### src/rtl/bresenham_line_ctrl.sv
// Bresenham line sequencer: one relative (dx,dy) line per command, one cell per handshake.
// Optional BRESENHAM_SKIP_ENDPOINT_EN drops the endpoint cell (free-space ray marking).

// Maps a canonical-octant point (x_in=u, y_in=v) back into the real frame.
module flip_indices #(
   parameter int XW = 8,
   parameter int YW = 7
) (
   input  logic [XW-1:0]        x_in,
   input  logic [YW-1:0]        y_in,
   input  logic                 flip_x,
   input  logic                 flip_y,
   input  logic                 flip_identity,
   output logic signed [XW-1:0] x_out,
   output logic signed [YW-1:0] y_out
);
   logic [XW-1:0] a;
   logic [YW-1:0] b;

   // When swapped, u walks the y axis; u never exceeds |dy| so it fits in YW.
   assign a     = flip_identity ? {{(XW-YW){1'b0}}, y_in} : x_in;
   assign b     = flip_identity ? x_in[YW-1:0] : y_in;
   assign x_out = flip_x ? -a : a;
   assign y_out = flip_y ? -b : b;
endmodule

module bresenham_line_ctrl #(
   parameter int XW = 8,
   parameter int YW = 7,
   parameter int EW = 10
) (
   input  logic                 clk,
   input  logic                 rst_n,
   input  logic                 start,
   input  logic signed [XW-1:0] dx,
   input  logic signed [YW-1:0] dy,
   output logic                 busy,
   output logic                 cell_valid,
   input  logic                 cell_ready,
   output logic signed [XW-1:0] cell_x,
   output logic signed [YW-1:0] cell_y,
   output logic                 cell_last,
   output logic                 done,
   output logic                 error
);
   typedef enum logic [1:0] {IDLE, SETUP, RUN, FIN} state_t;

   state_t                state, state_n;
   logic signed [XW-1:0]  dx_r;
   logic signed [YW-1:0]  dy_r;
   logic                  flip_x, flip_y, flip_id;
   logic [XW-1:0]         du, dv, u, u_end;
   logic [YW-1:0]         v;
   logic signed [EW-1:0]  err;
   logic                  error_q;

   logic [XW-1:0]         ax, ay_x, du_c, dv_c;
   logic [YW-1:0]         ay;
   logic                  swap_c, bad_cmd, hs;

   // Doubled magnitude, zero-extended into the accumulator width.
   function automatic logic signed [EW-1:0] dbl(input logic [XW-1:0] m);
      return {{(EW-XW-1){1'b0}}, m, 1'b0};
   endfunction

   assign bad_cmd = (dx == {1'b1, {(XW-1){1'b0}}}) || (dy == {1'b1, {(YW-1){1'b0}}});
   assign ax      = dx_r[XW-1] ? -dx_r : dx_r;
   assign ay      = dy_r[YW-1] ? -dy_r : dy_r;
   assign ay_x    = {{(XW-YW){1'b0}}, ay};
   assign swap_c  = ay_x > ax;
   assign du_c    = swap_c ? ay_x : ax;
   assign dv_c    = swap_c ? ax : ay_x;
   assign hs      = cell_valid && cell_ready;

`ifdef BRESENHAM_SKIP_ENDPOINT_EN
   assign u_end = du - 1'b1;
`else
   assign u_end = du;
`endif

   always_comb begin
      state_n    = state;
      busy       = 1'b0;
      cell_valid = 1'b0;
      cell_last  = 1'b0;
      done       = 1'b0;
      case (state)
         IDLE:  if (start && !bad_cmd) state_n = SETUP;
         SETUP: begin
            busy    = 1'b1;
            state_n = RUN;
`ifdef BRESENHAM_SKIP_ENDPOINT_EN
            if (du_c == '0) state_n = FIN;
`endif
         end
         RUN: begin
            busy       = 1'b1;
            cell_valid = 1'b1;
            cell_last  = (u == u_end);
            if (hs && u == u_end) state_n = FIN;
         end
         FIN: begin
            done    = 1'b1;
            state_n = IDLE;
         end
         default: state_n = IDLE;
      endcase
   end

   always_ff @(posedge clk or negedge rst_n) begin
      if (!rst_n) begin
         state   <= IDLE;
         dx_r    <= '0;
         dy_r    <= '0;
         flip_x  <= 1'b0;
         flip_y  <= 1'b0;
         flip_id <= 1'b0;
         du      <= '0;
         dv      <= '0;
         u       <= '0;
         v       <= '0;
         err     <= '0;
         error_q <= 1'b0;
      end else begin
         state   <= state_n;
         error_q <= (state == IDLE) && start && bad_cmd;
         case (state)
            IDLE: if (start && !bad_cmd) begin
               dx_r <= dx;
               dy_r <= dy;
            end
            SETUP: begin
               flip_x  <= dx_r[XW-1];
               flip_y  <= dy_r[YW-1];
               flip_id <= swap_c;
               du      <= du_c;
               dv      <= dv_c;
               u       <= '0;
               v       <= '0;
               err     <= dbl(dv_c) - $signed({{(EW-XW){1'b0}}, du_c});
            end
            RUN: if (hs && u != u_end) begin
               u <= u + 1'b1;
               if (err > 0) begin
                  v   <= v + 1'b1;
                  err <= err - dbl(du) + dbl(dv);
               end else begin
                  err <= err + dbl(dv);
               end
            end
            default: ;
         endcase
      end
   end

   assign error = error_q;

   flip_indices #(.XW(XW), .YW(YW)) u_flip (
      .x_in          (u),
      .y_in          (v),
      .flip_x        (flip_x),
      .flip_y        (flip_y),
      .flip_identity (flip_id),
      .x_out         (cell_x),
      .y_out         (cell_y)
   );
endmodule

### config.mk
export PLATFORM = sky130hd
export DESIGN_NAME = bresenham_line_ctrl
export DESIGN_NICKNAME = d
export VERILOG_FILES = /design/src/rtl/bresenham_line_ctrl.sv
export SDC_FILE = /design/constraint.sdc
export NUM_CORES = 1
export LEC_CHECK = 0
export ABC_CLOCK_PERIOD_IN_PS = 5100
export CAP_MARGIN = 25
export CORE_ASPECT_RATIO = 0.5
export CORE_UTILIZATION = 25
export DETAILED_ROUTE_END_ITERATION = 12
export PLACE_DENSITY = 0.44
export SETUP_SLACK_MARGIN = 0.3
export SYNTH_ARGS = -nofsm -noshare
export SYNTH_HDL_FRONTEND = slang
export SYNTH_SLANG_ARGS = --single-unit
export TNS_END_PERCENT = 20
### constraint.sdc
create_clock -name clk -period 5.1 [get_ports clk]
set_clock_uncertainty 0.2 [all_clocks]
set_input_delay 1.02 -clock clk [delete_from_list [all_inputs] [get_ports clk]]
set_output_delay 1.02 -clock clk [all_outputs]
set_load 0.1 [all_outputs]
==> results.json <==
{
  "async_flop_share": 1.00,
  "grt_pass1_wl_um": 22900,
  "cts_buffers": 9,
  "synth_ff_type": "dfrtp_1",
  "grt_max_degree": 42,
  "post_dp_cell_area_um2": 5810,
  "dieArea_um2": 21300,
  "portBuffers": 38,
  "clockRootBuffer": "clkbuf_16",
  "drtPass1Iterations": 5,
  "synth_seq_cells": 62,
  "finalSetupViolCount": 0,
  "final_util": 0.316,
  "syn-mean-instance-area_um2": 8.91,
  "cp.arrival_ns": 4.60,
  "tns_ns": 0,
  "cp-startpoint": "dy_r[0]",
  "grt_util_all_layers": 0.138,
  "drc": 0,
  "worstReg2RegStart": "dy_r[0]",
  "tritoncts": "done",
  "first_global_vias": 4224,
  "cts_htree_levels": 3,
  "n_antenna_cell": 0,
  "final_cell_area_um2": 6270,
  "path_clk_slew_ns": 0.06,
  "core-area_um2": 19900,
  "cts_sinks": 62,
  "post_drt_via_cell_ratio": 4.71,
  "synth_cells": 580,
  "slowest_delay_ns": 0.38,
  "detail_route.wl_per_cell_um": 15.5,
  "cpMostUsedCell": "a21oi_2",
  "area_growth_pct": 21.3,
  "run_status": "completed",
  "tightest_slew_ns": 0.964,
  "cap_violations": 0,
  "synth_xor_area_frac": 0.0763,
  "die_h_um": 104,
  "ant_nets": 0,
  "synth_cell_types": 62,
  "synth-compound-area-share": 0.141,
  "hp-class": "input pin to asynchronous set/reset pin",
  "rsz0062_at_grt": "yes",
  "yosysSeqAreaShare": 0.300,
  "clk_latency_ns": 0.33,
  "relSlewSlack": 0.355,
  "finalWirelength_um": 14000,
  "yosys-mux-area-fraction": 0.115,
  "start_util": 0.260,
  "slowest_stage": "dfrtp_1",
  "worstSetupPathType": "flip-flop to flip-flop",
  "path_cells": "inv_1 > ha_1 > nor2b_1 > xnor2_1 > inv_1 > ha_1 > o21ai_0 > a21oi_1 > o31ai_2 > a21oi_2 > o31ai_4 > clkbuf_2 > mux2i_2 > fa_1 > a21o_1 > a21oi_2 > o21bai_1 > a21oi_2 > nor2b_1 > o21ai_0 > a32oi_1 > o21ai_1",
  "synth_top_family_by_area": "simple AND/OR/NAND/NOR gates",
  "drive_gt1_frac": 0.161,
  "cp.required_ns": 5.08,
  "syn-cell-area_um2": 5160,
  "ys_warn_count": 0,
  "critPathCaptureType": "flip-flop",
  "gr-total-overflow": 0,
  "finalCritPeriodShare": 0.904,
  "syn_nets": 649,
  "max_freq_ghz": 0.217,
  "clock_path_buffers": 2,
  "finalHoldViolCount": 0,
  "die_w_um": 205,
  "std_cell_rows": 36,
  "detailedPlacementHpwl_um": 11000,
  "drv_slew": 0,
  "cp_max_fo": 4,
  "antenna_found_initial": 0,
  "fin_crit_ns": 4.61,
  "synthAdderAreaFrac": 0.137,
  "crit_path_start_kind": "flip-flop",
  "vias": 4237,
  "initialDrtViolationCount": 230,
  "num-fill-cells": 2092,
  "routabilityCongestion": 0.840,
  "stdcell_count": 900,
  "pin_count": 39,
  "synthSimpleGateAreaFrac": 0.169,
  "synth-edff-count": 0,
  "fin_nets": 698,
  "postCtsHoldBufs": 0,
  "place_inst": 870
}
synthesized netlist by cell type, types with 2 or more instances:
master	count	area (um2)
dfrtp_1	62	1550
inv_1	60	225
nand2_1	46	173
nor2_1	45	169
ha_1	39	488
mux2i_1	31	310
a21oi_1	25	125
mux2_2	25	282
xor2_1	23	201
xnor2_1	22	193
nor3_1	19	95.1
o21ai_0	18	90.1
clkbuf_1	16	60.1
o21ai_1	16	80.1
nor2b_1	12	75.1
fa_1	11	220
nand3_1	10	50.1
nand4_1	9	56.3
o31ai_1	8	60.1
nand2b_1	7	43.8
and3_1	5	31.3
nor4_1	5	31.3
a211oi_1	4	30.0
a21o_1	4	30.0
or3_1	4	25.0
and4_1	3	26.3
buf_1	3	11.3
nor4b_1	3	26.3
o211ai_1	3	22.5
o21a_1	3	22.5
o21bai_1	3	22.5
a21boi_1	2	15.0
a31oi_1	2	12.5
a32oi_1	2	17.5
and2_1	2	12.5
o41ai_1	2	17.5
layer usage:
metal / global-route usage / share of wire / vias to the layer above
met5: 0 / 0 / -
met4: 0.0259 / 0.0051 / 0
met3: 0.0233 / 0.024 / 7
met2: 0.214 / 0.45 / 35
met1: 0.200 / 0.52 / 2075
li1: - / - / 2120
worst max-delay path: cells and delay by family (launching register included):
kind	cells	cell delay, ns
compound gates	12	1.88
xor+xnor	1	0.15
simple gates	2	0.28
flops	1	0.38
buf+inv	3	0.41
mux	1	0.35
fa+ha+maj	3	0.82
layout make-up:
cell class | instances | area (um2) | area share
timing repair buffer | 59 | 512 | 0.0817
clock buffer | 11 | 243 | 0.0387
sequential | 62 | 1550 | 0.248
clock inverter | 5 | 25.0 | 0.00399
inverter | 61 | 229 | 0.0365
tap | 266 | 333 | 0.0531
multi-input combinational | 436 | 3370 | 0.538
path summary, 6_finish.rpt:
| check | endpoint | slack [ns] | depth (start not counted) |
|---|---|---|---|
| worst min-delay path | v[6] | 0.30 | 1 |
| max in group asynchronous | err[0] | 3.60 | 3 |
| worst min register to register | dv[7] | 0.36 | 2 |
| min in group clk | dv[7] | 0.36 | 2 |
| worst max register to register | err[8] | 0.49 | 22 |
| worst max-delay path | err[8] | 0.49 | 22 |
layout by cell type (no fill, tap or decap), types with 4 or more instances in the layout:
| cell type | netlist | layout |
|---|---|---|
| nand4_1 | 9 | 9 |
| mux2i_1 | 31 | 28 |
| clkdlybuf4s50_1 | 0 | 24 |
| dfrtp_1 | 62 | 61 |
| and3_1 | 5 | 5 |
| o21ai_0 | 18 | 17 |
| xor2_1 | 23 | 23 |
| clkbuf_16 | 0 | 9 |
| mux2_2 | 25 | 25 |
| inv_1 | 60 | 59 |
| nor2b_1 | 12 | 12 |
| nor3_1 | 19 | 18 |
| a21oi_2 | 1 | 5 |
| nor4_1 | 5 | 5 |
| a211oi_1 | 4 | 4 |
| fa_1 | 11 | 11 |
| o21ai_1 | 16 | 15 |
| a21o_1 | 4 | 4 |
| a21oi_1 | 25 | 20 |
| or3_1 | 4 | 4 |
| nor2_1 | 45 | 45 |
| nand2b_1 | 7 | 7 |
| nand2_1 | 46 | 46 |
| nand3_1 | 10 | 10 |
| ha_1 | 39 | 37 |
| xnor2_1 | 22 | 21 |
| o31ai_1 | 8 | 6 |
| buf_4 | 1 | 30 |
| clkinv_2 | 0 | 5 |
flip-flops by register name (all words and copies together), names as in the netlist:
name and cells:
flip_y 1, error 1, state 2, flip_x 1
dy_r 7, dv 8, u 8, dx_r 8
err 10, v 7, du 8, flip_id 1
through the flow:
step / worst slack [ns] / hold WS (ns)
finish: 0.488 / 0.301
global route: 0.224 / 0.297
CTS: 0.315 / 0.362
detailed placement: 0.266 / 0.351
global placement: 0.415 / 0.349
floorplan: 0.599 / 0.304
cells by family after synthesis:
logic type,after synthesis
simple gates,176
compound gates,109
buf+inv,82
flops,62
mux,56
fa+ha+maj,50
xor+xnor,45
what timing repair did:
| item | in CTS | in global routing |
|---|---|---|
| gates resized for setup | 0 | 21 |
| setup buffers | 1 | 11 |
| pin swaps | 1 | 8 |
| cloned | 0 | 1 |
| endpoints found under the setup margin | 4 | 7 |
Power is not shown: default switching activity piles up to over one toggle a cycle in this logic, so the estimate is an artifact.
==> RTL edit: new RTL, same flow settings <==
The 4 states of `state_t` get a one-hot encoding in 4 bits.
--- a/src/rtl/bresenham_line_ctrl.sv
+++ b/src/rtl/bresenham_line_ctrl.sv
@@ -43,7 +43,7 @@
    output logic                 done,
    output logic                 error
 );
-   typedef enum logic [1:0] {IDLE, SETUP, RUN, FIN} state_t;
+   typedef enum logic [3:0] {IDLE = 4'b0001, SETUP = 4'b0010, RUN = 4'b0100, FIN = 4'b1000} state_t;
 
    state_t                state, state_n;
    logic signed [XW-1:0]  dx_r;
Behaviour: no difference found for any inputs over 4 cycles, from zero or initial values and one cycle with rst_n low; so few cycles prove little.
==> RTL edit against the original RTL <==
- cell area increased by 1.6%
- worst setup slack got worse by 0.051 ns
- sequential cell count is 2 higher
- synthesized area up 0.97%
- wire length grew 1.2%
- first-iteration DRC count grew 7.8%
- critical path depth fell by 2
- non-clock buffer count grew 3
- maximum frequency fell by 1.1%
- synthesized cell count is 9.0% higher
Power is left out: the tool's default activity adds up to more than one toggle a clock period on the data nets, which glitch-free logic cannot reach.
==> RTL edit: results (changes against the original RTL) <==
stage	metric	value	unit	change
setup_path	R2R Path End	err[7]$_DFFE_PN0P_		
route	Vias per Instance	4.62		-1.9%
synthesis	Synth area leaders	dfrtp_1, ha_1, nand2_1, xor2_1, o21ai_0		
global_routing	vias in the first global route	4312		+2.1%
synthesis	Synth top cells by count	nand2_1, dfrtp_1, inv_1		
clock_network	H-tree lvl count	3		unchanged
layout	nets@finish	739		+5.9%
synthesis	Seq/Total Area, Yosys	0.307		+0.00695
place	DP Area	5890	µm²	+1.4%
worst_hold_path	Cells on Worst Hold Path	1		
setup_path	Critical Path AT	4.73	ns	+0.13 ns
setup_path	worst reg-to-reg setup slack	0.44	ns	-0.05 ns
setup_path	FF-to-FF path depth	20		-9.1%
route	DR iter-0 viols	248		+7.8%
layout	post-route insts no fill	947		+5.2%
setup_path	slowest stage delay, CP	0.49	ns	+0.11 ns
route	total iterations of the first detailed-routing run	4		-1
synthesis	syn_nets	695		+7.1%
setup_path	crit path from	dx_r[0]$_DFFE_PN0P_		
place	HPWL after DPL	10.9	mm	-0.39%
setup_path	crit-path max FO	12		+8
global_routing	wire length of the first global-routing pass	23.2	mm	+1.3%
synthesis	Yosys cell types	69		+11%
synthesis	Syn Area/Cell	8.25	µm²	-7.3%
timing	Rel. slew slack	0.355		-0.000728
setup_path	Setup crit end	err[7]$_DFFE_PN0P_		
setup_path	CP max stage cell	or4_1		
layout	share of cells above drive strength 1	0.157		-0.00376
route	Avg WL per Cell	15.0	µm	-3.8%
place	RePlAce Congestion	0.814		-3.2%
run_status	status	finished clean		
global_routing	pin count of the biggest net entering global routing	45		+7.1%
place	DP Worst Slack	0.158	ns	-0.109 ns
place	Placed Cells incl. Taps	922		+6.0%
layout	fillers	2108		+0.76%
timing	final hold slack	0.320	ns	+0.0180 ns
==> RTL edit: cell count changes in the layout (fill, tap and decap cells not counted), sizes merged, moves of 5 or more <==
cell / unedited run / this run
nand2: 46 / 100
o21ai: 34 / 54
mux2: 25 / 8
mux2i: 31 / 16
xor2: 23 / 32
nor2: 45 / 38
ha: 39 / 33
a21oi: 26 / 31
nor3: 19 / 14
nor3b: 0 / 5
o211ai: 3 / 8
xnor2: 22 / 17
==> RTL edit: layer usage <==
| layer | part of all wire | global-route usage | vias up |
|---|---|---|---|
| met5 | 0 | 0 | - |
| met4 | 0.0087 | 0.0305 | 0 |
| met3 | 0.029 | 0.0269 | 10 |
| met2 | 0.42 | 0.203 | 43 |
| met1 | 0.54 | 0.207 | 2078 |
| li1 | - | - | 2241 |
==> RTL edit: logic make-up (layout without fill, tap and decap cells) <==
| logic type | after synthesis | in the layout | synth area share |
|---|---|---|---|
| buffers and inverters | 91 | 140 | 0.0677 |
| XOR/XNOR | 49 | 49 | 0.0823 |
| AND/OR/NAND/NOR | 221 | 221 | 0.201 |
| flip-flops | 64 | 64 | 0.307 |
| adder cells (fa/ha/maj) | 47 | 47 | 0.127 |
| multiplexers | 24 | 24 | 0.0504 |
| AO/OA/AOI/OAI | 136 | 136 | 0.164 |
==> RTL edit: what timing repair did <==
| action | 4_1_cts | 5_1_grt |
|---|---|---|
| setup buffers | 0 | 9 |
| gates resized for setup | 4 | 31 |
| endpoints found under the setup margin | 4 | 7 |
| pin swaps | 1 | 12 |
==> RTL edit: cell type report <==
class	count	area, µm²	area share
clock buffer	14	274	0.0430
clock inverter	2	12.5	0.00196
inverter	62	233	0.0365
multi-input combinational	477	3390	0.532
sequential	64	1610	0.252
tap	266	333	0.0522
timing repair buffer	62	527	0.0827
